===== config.mk =====
export PLATFORM = sky130hd
export DESIGN_NAME = imuldiv_muldiv_arbiter
export DESIGN_NICKNAME = d
export VERILOG_FILES = /design/src/rtl/imuldiv_muldiv_arbiter.sv
export SDC_FILE = /design/constraint.sdc
export NUM_CORES = 1
export LEC_CHECK = 0
export CORE_AREA = 2 2 158 160
export CTS_BUF_LIST = sky130_fd_sc_hd__clkbuf_2 sky130_fd_sc_hd__clkbuf_4 sky130_fd_sc_hd__clkbuf_8
export CTS_CLUSTER_DIAMETER = 50
export DETAILED_ROUTE_END_ITERATION = 8
export DIE_AREA = 0 0 160 162
export PLACE_DENSITY = 0.54
export SLEW_MARGIN = 25
export SYNTH_ARGS = -nofsm -noshare
export SYNTH_HDL_FRONTEND = slang
export SYNTH_SLANG_ARGS = --single-unit

===== constraint.sdc =====
create_clock -name clk -period 1.6 [get_ports clk]
set_clock_uncertainty 0.1 [all_clocks]
set_input_delay 0.16 -clock clk [delete_from_list [all_inputs] [get_ports clk]]
set_output_delay 0.16 -clock clk [all_outputs]
set_load 0.005 [all_outputs]

===== src/rtl/imuldiv_muldiv_arbiter.sv =====
// imuldiv_muldiv_arbiter: round-robin sharing of one iterative mul/div unit between two requesters.
// Define IMULDIV_MULDIV_ARBITER_RESP_BUFFER_EN to register the unit result before returning it.
module imuldiv_muldiv_arbiter (
   input  logic        clk,
   input  logic        reset,
   input  logic [2:0]  req0_msg_fn,
   input  logic [31:0] req0_msg_a,
   input  logic [31:0] req0_msg_b,
   input  logic        req0_val,
   output logic        req0_rdy,
   output logic [63:0] resp0_msg_result,
   output logic        resp0_val,
   input  logic        resp0_rdy,
   input  logic [2:0]  req1_msg_fn,
   input  logic [31:0] req1_msg_a,
   input  logic [31:0] req1_msg_b,
   input  logic        req1_val,
   output logic        req1_rdy,
   output logic [63:0] resp1_msg_result,
   output logic        resp1_val,
   input  logic        resp1_rdy,
   output logic [2:0]  muldivreq_msg_fn,
   output logic [31:0] muldivreq_msg_a,
   output logic [31:0] muldivreq_msg_b,
   output logic        muldivreq_val,
   input  logic        muldivreq_rdy,
   input  logic [63:0] muldivresp_msg_result,
   input  logic        muldivresp_val,
   output logic        muldivresp_rdy
);
`ifdef IMULDIV_MULDIV_ARBITER_RESP_BUFFER_EN
   typedef enum logic [1:0] {IDLE, WAIT, RESP} state_t;
   logic [63:0] result_q;
`else
   typedef enum logic [1:0] {IDLE, WAIT} state_t;
`endif
   state_t state;
   logic   owner, ptr, win, idle, waiting, owner_rdy, resp_val;
   // Pick the winner, steer its request to the unit and route the response back to the owner.
   always_comb begin
      win              = (req0_val && req1_val) ? ptr : req1_val;
      idle             = !reset && state == IDLE;
      waiting          = !reset && state == WAIT;
      owner_rdy        = owner ? resp1_rdy : resp0_rdy;
      muldivreq_msg_fn = win ? req1_msg_fn : req0_msg_fn;
      muldivreq_msg_a  = win ? req1_msg_a : req0_msg_a;
      muldivreq_msg_b  = win ? req1_msg_b : req0_msg_b;
      muldivreq_val    = idle && (req0_val || req1_val);
      req0_rdy         = idle && !win && muldivreq_rdy;
      req1_rdy         = idle && win && muldivreq_rdy;
`ifdef IMULDIV_MULDIV_ARBITER_RESP_BUFFER_EN
      resp_val         = !reset && state == RESP;
      resp0_msg_result = result_q;
      resp1_msg_result = result_q;
      muldivresp_rdy   = waiting;
`else
      resp_val         = waiting && muldivresp_val;
      resp0_msg_result = muldivresp_msg_result;
      resp1_msg_result = muldivresp_msg_result;
      muldivresp_rdy   = waiting && owner_rdy;
`endif
      resp0_val        = resp_val && !owner;
      resp1_val        = resp_val && owner;
   end
   // One transaction in flight; the pointer flips to the other port once the owner is answered.
   always_ff @(posedge clk) begin
      if (reset) begin
         state <= IDLE;
         owner <= 1'b0;
         ptr   <= 1'b0;
`ifdef IMULDIV_MULDIV_ARBITER_RESP_BUFFER_EN
         result_q <= '0;
`endif
      end else begin
         case (state)
            IDLE: if (muldivreq_val && muldivreq_rdy) begin
               owner <= win;
               state <= WAIT;
            end
`ifdef IMULDIV_MULDIV_ARBITER_RESP_BUFFER_EN
            WAIT: if (muldivresp_val) begin
               result_q <= muldivresp_msg_result;
               state    <= RESP;
            end
            RESP: if (owner_rdy) begin
               ptr   <= !owner;
               state <= IDLE;
            end
`else
            WAIT: if (muldivresp_val && owner_rdy) begin
               ptr   <= !owner;
               state <= IDLE;
            end
`endif
            default: state <= IDLE;
         endcase
      end
   end
endmodule


==> impl_metrics.csv <==
group,metric,value,unit
run_status,status,"complete, but fails checks",
run_status,violations,"negative setup slack",
synth,synth_top_family_by_area,"buffers and inverters",
routing,routed_wl,10600,um
critical_path,cp-end-kind,"output port",
global_routing,grt_use_total,0.0761,
critical_path,worstPathArrival,1.74,ns
flow_run,cap_violations,0,
global_routing,grt_antenna_before_repair,2,
synth,synth_top_area_share,0.495,
hold_path,min_path_type,"input port to output port",
floorplanning,die_height,162,um
place,place_hpwl,7010,um
power,p_sw_frac,0.265,
place,gp_congestion,0.633,
clocking,clk_path_buf_depth,2,
synth,yosys.cell_types.count,22,
floorplanning,io_pins,407,
synth,syn_nets,434,
clocking,clock_latency,0.22,ns
sta,max_freq,501,MHz
sta,slew_violations,0,
synth,synthArstFlopShare,0,
place,pre_cts_ws,-0.854,ns
synth,yosysSeqAreaShare,0.0302,
power,p_comb_frac,0.821,
sta,grt_setup_unrepaired,"true",
synth,syn_avg_cell_area,8.72,sq um
floorplanning,num_rows,57,
synth,synthMuxAreaShare,0.385,
synth,synth_edf_count,0,
synth,netlist_area,1990,sq um
critical_path,worst-path-buf-inv,6,
synth,synthAdderAreaFrac,0,
global_routing,grt_pass1_wl,14700,um
clocking,numCtsBuffers,3,
power,ir_drop,0.229,mV
sta,setup_ws,-0.397,ns
power,total_power,0.00186,W
sta,setup_tns,-17.16,ns
global_routing,grt_pass1_vias,2314,
critical_path,critical-path-top-delay-family,"buffers and inverters",
critical_path,worstPathMaxFanout,5,
final_layout,syn_to_final_growth,133,%
sta,slew-limit-headroom,0.773,
floorplanning,core_area,24100,sq um
critical_path,crit_required,1.34,ns
sta,post-route-period-util,1.25,
critical_path,cpPeakStageDelay,0.32,ns
synth,synthFlopType,"dfxtp_1",
final_layout,fill_cells,2680,
sta,tightestPinTransition,0.340,ns
synth,synth_most_common_cell,"buf_4",
power,p_leak,2.06,nW
final_layout,fin_util,0.192,
synth,synth_area_leader_cell,"buf_4",
floorplanning,dieWidth,160,um
sta,layout_min_cycle_time,2.00,ns
synth,synth.area.top_cells,"buf_4 49%, mux2_2 35%, mux2_1 3.4%, dfxtp_1 3.0%, buf_6 2.3%",
routing,drt_iter0_markers,28,
critical_path,crit_type,"flip-flop to output port",
clocking,cts_num_sinks,3,
place,io_buffers,214,
synth,netlist_instances,228,
global_routing,grt_max_degree,10,
clocking,cts-htree-levels,1,
clocking,cts_root_buf,"clkbuf_8",
routing,vias,2022,
sta,setup_viol,69,
clocking,cts_tree,"built",
power,p_int,0.00136,W
routing,dr.pass1.iters,4,
routing,via_per_inst,2.93,
power,powerDensity,401,nW/um^2
synth,yosys_register_bits,3,
power,p_switching,0.000492,W
synth,yosys_warnings,0,
power,p_clk_frac,0.130,
floorplanning,start_util,0.0825,
global_routing,grt-ovfl-total,0,
final_layout,drive_above_1_share,0.525,
synth,synth_compound_area_frac,0.0289,
final_layout,fin_nets,571,
critical_path,path_cells,"o21ai_4, buf_12, buf_8, buf_8, buf_16, buf_12, mux2_4, buf_6",
synth,synthTopCellsByCount,"131 x buf_4, 61 x mux2_2, 6 x mux2_1",
floorplanning,die-area,25900,sq um
routing,postRouteAntennaNets,0,
routing,wl_per_cell,15.4,um
synth,synth_xor_area_frac,0,
synth,synth-simple-area-share,0.0352,
routing,drcViolationCount,0,
critical_path,crit_path_start_kind,"flip-flop",
sta,final_hold_viol_count,0,
clocking,cts.clk_slew.worst_paths,0.03,ns
critical_path,slowest_stage,"dfxtp_2",
power,pwr-share-seq,0.049,
-- metal layers --
| layer | vias to the layer above | part of all wire | global-route usage |
|---|---|---|---|
| li1 | 912 | - | - |
| met1 | 880 | 0.40 | 0.0919 |
| met2 | 172 | 0.43 | 0.113 |
| met3 | 56 | 0.13 | 0.0386 |
| met4 | 2 | 0.039 | 0.0344 |
| met5 | - | 0.0012 | 0 |
-- what timing repair did --
item                       in CTS  in global routing
setup endpoints to repair      73                 72
buffers inserted               39                  1
hold buffers                    0                  0
pin swaps                       2                  1
gates resized for setup       408                 20
gates cloned                   10                  1
-- registers in the layout, indices dropped and copies added, names as in the netlist --
register and flops:
state 1, owner 1, ptr 1
-- power groups by stage --
stage / Clock (W) / Combinational [W] / Sequential, W
CTS: 0.000246 / 0.00161 / 0.0000908
floorplan: 0 / 0.000570 / 0.0000913
detailed placement: 0 / 0.00105 / 0.0000910
global route: 0.000250 / 0.00163 / 0.0000926
finish: 0.000241 / 0.00152 / 0.0000919
global placement: 0 / 0.00105 / 0.0000915
-- final timing paths --
check / start / endpoint / slack (ns) / cells after the start
min: muldivresp_msg_result[62] / resp0_msg_result[62] / 0.22 / 0
max reg2reg: ptr / owner / 0.26 / 6
min reg2reg: state[0] / state[0] / 0.45 / 2
max: ptr / muldivreq_msg_b[9] / -0.40 / 8
-- kinds of logic (layout without fill, tap and decap cells) --
kind of cell           count (synthesis)  after routing
AO/OA/AOI/OAI                          7              7
buffers and inverters                137            273
other                                  0              1
AND/OR/NAND/NOR                       13             13
flip-flops                             3              3
multiplexers                          68             68
-- metrics by stage --
| stage | area (sq um) | hold WS [ns] | instances |
|---|---|---|---|
| after CTS | 4770 | 0.220 | 695 |
| final | 4640 | 0.220 | 689 |
| after floorplan | 1990 | 0.273 | 228 |
| after global placement | 3630 | 0.220 | 644 |
| after global routing | 4630 | 0.220 | 688 |
| after detailed placement | 3630 | 0.220 | 644 |
-- layout make-up --
| type | instances | area, sq um | share of cell area |
|---|---|---|---|
| well taps | 324 | 405 | 0.0874 |
| multi-input cells | 88 | 1140 | 0.246 |
| clock buffers | 4 | 48.8 | 0.0105 |
| inverters | 1 | 3.75 | 0.000810 |
| diodes | 1 | 2.50 | 0.000540 |
| repair buffers | 268 | 2970 | 0.641 |
| flip-flops and latches | 3 | 62.6 | 0.0135 |
-- placed cells by master, fill, tap and decap left out, types with 2 or more instances in the layout --
| master | synthesis | final |
|---|---|---|
| buf_12 | 0 | 13 |
| buf_16 | 0 | 6 |
| buf_2 | 0 | 3 |
| buf_4 | 131 | 14 |
| buf_6 | 4 | 71 |
| buf_8 | 0 | 4 |
| clkbuf_2 | 0 | 3 |
| clkbuf_8 | 0 | 3 |
| clkdlybuf4s15_1 | 0 | 9 |
| clkdlybuf4s50_1 | 0 | 138 |
| dfxtp_2 | 0 | 2 |
| dlygate4sd2_1 | 0 | 5 |
| mux2_1 | 6 | 2 |
| mux2_2 | 61 | 6 |
| mux2_4 | 0 | 59 |
| nor2_1 | 3 | 3 |
| nor3b_2 | 0 | 2 |
Power figures use the tool's default switching activity.
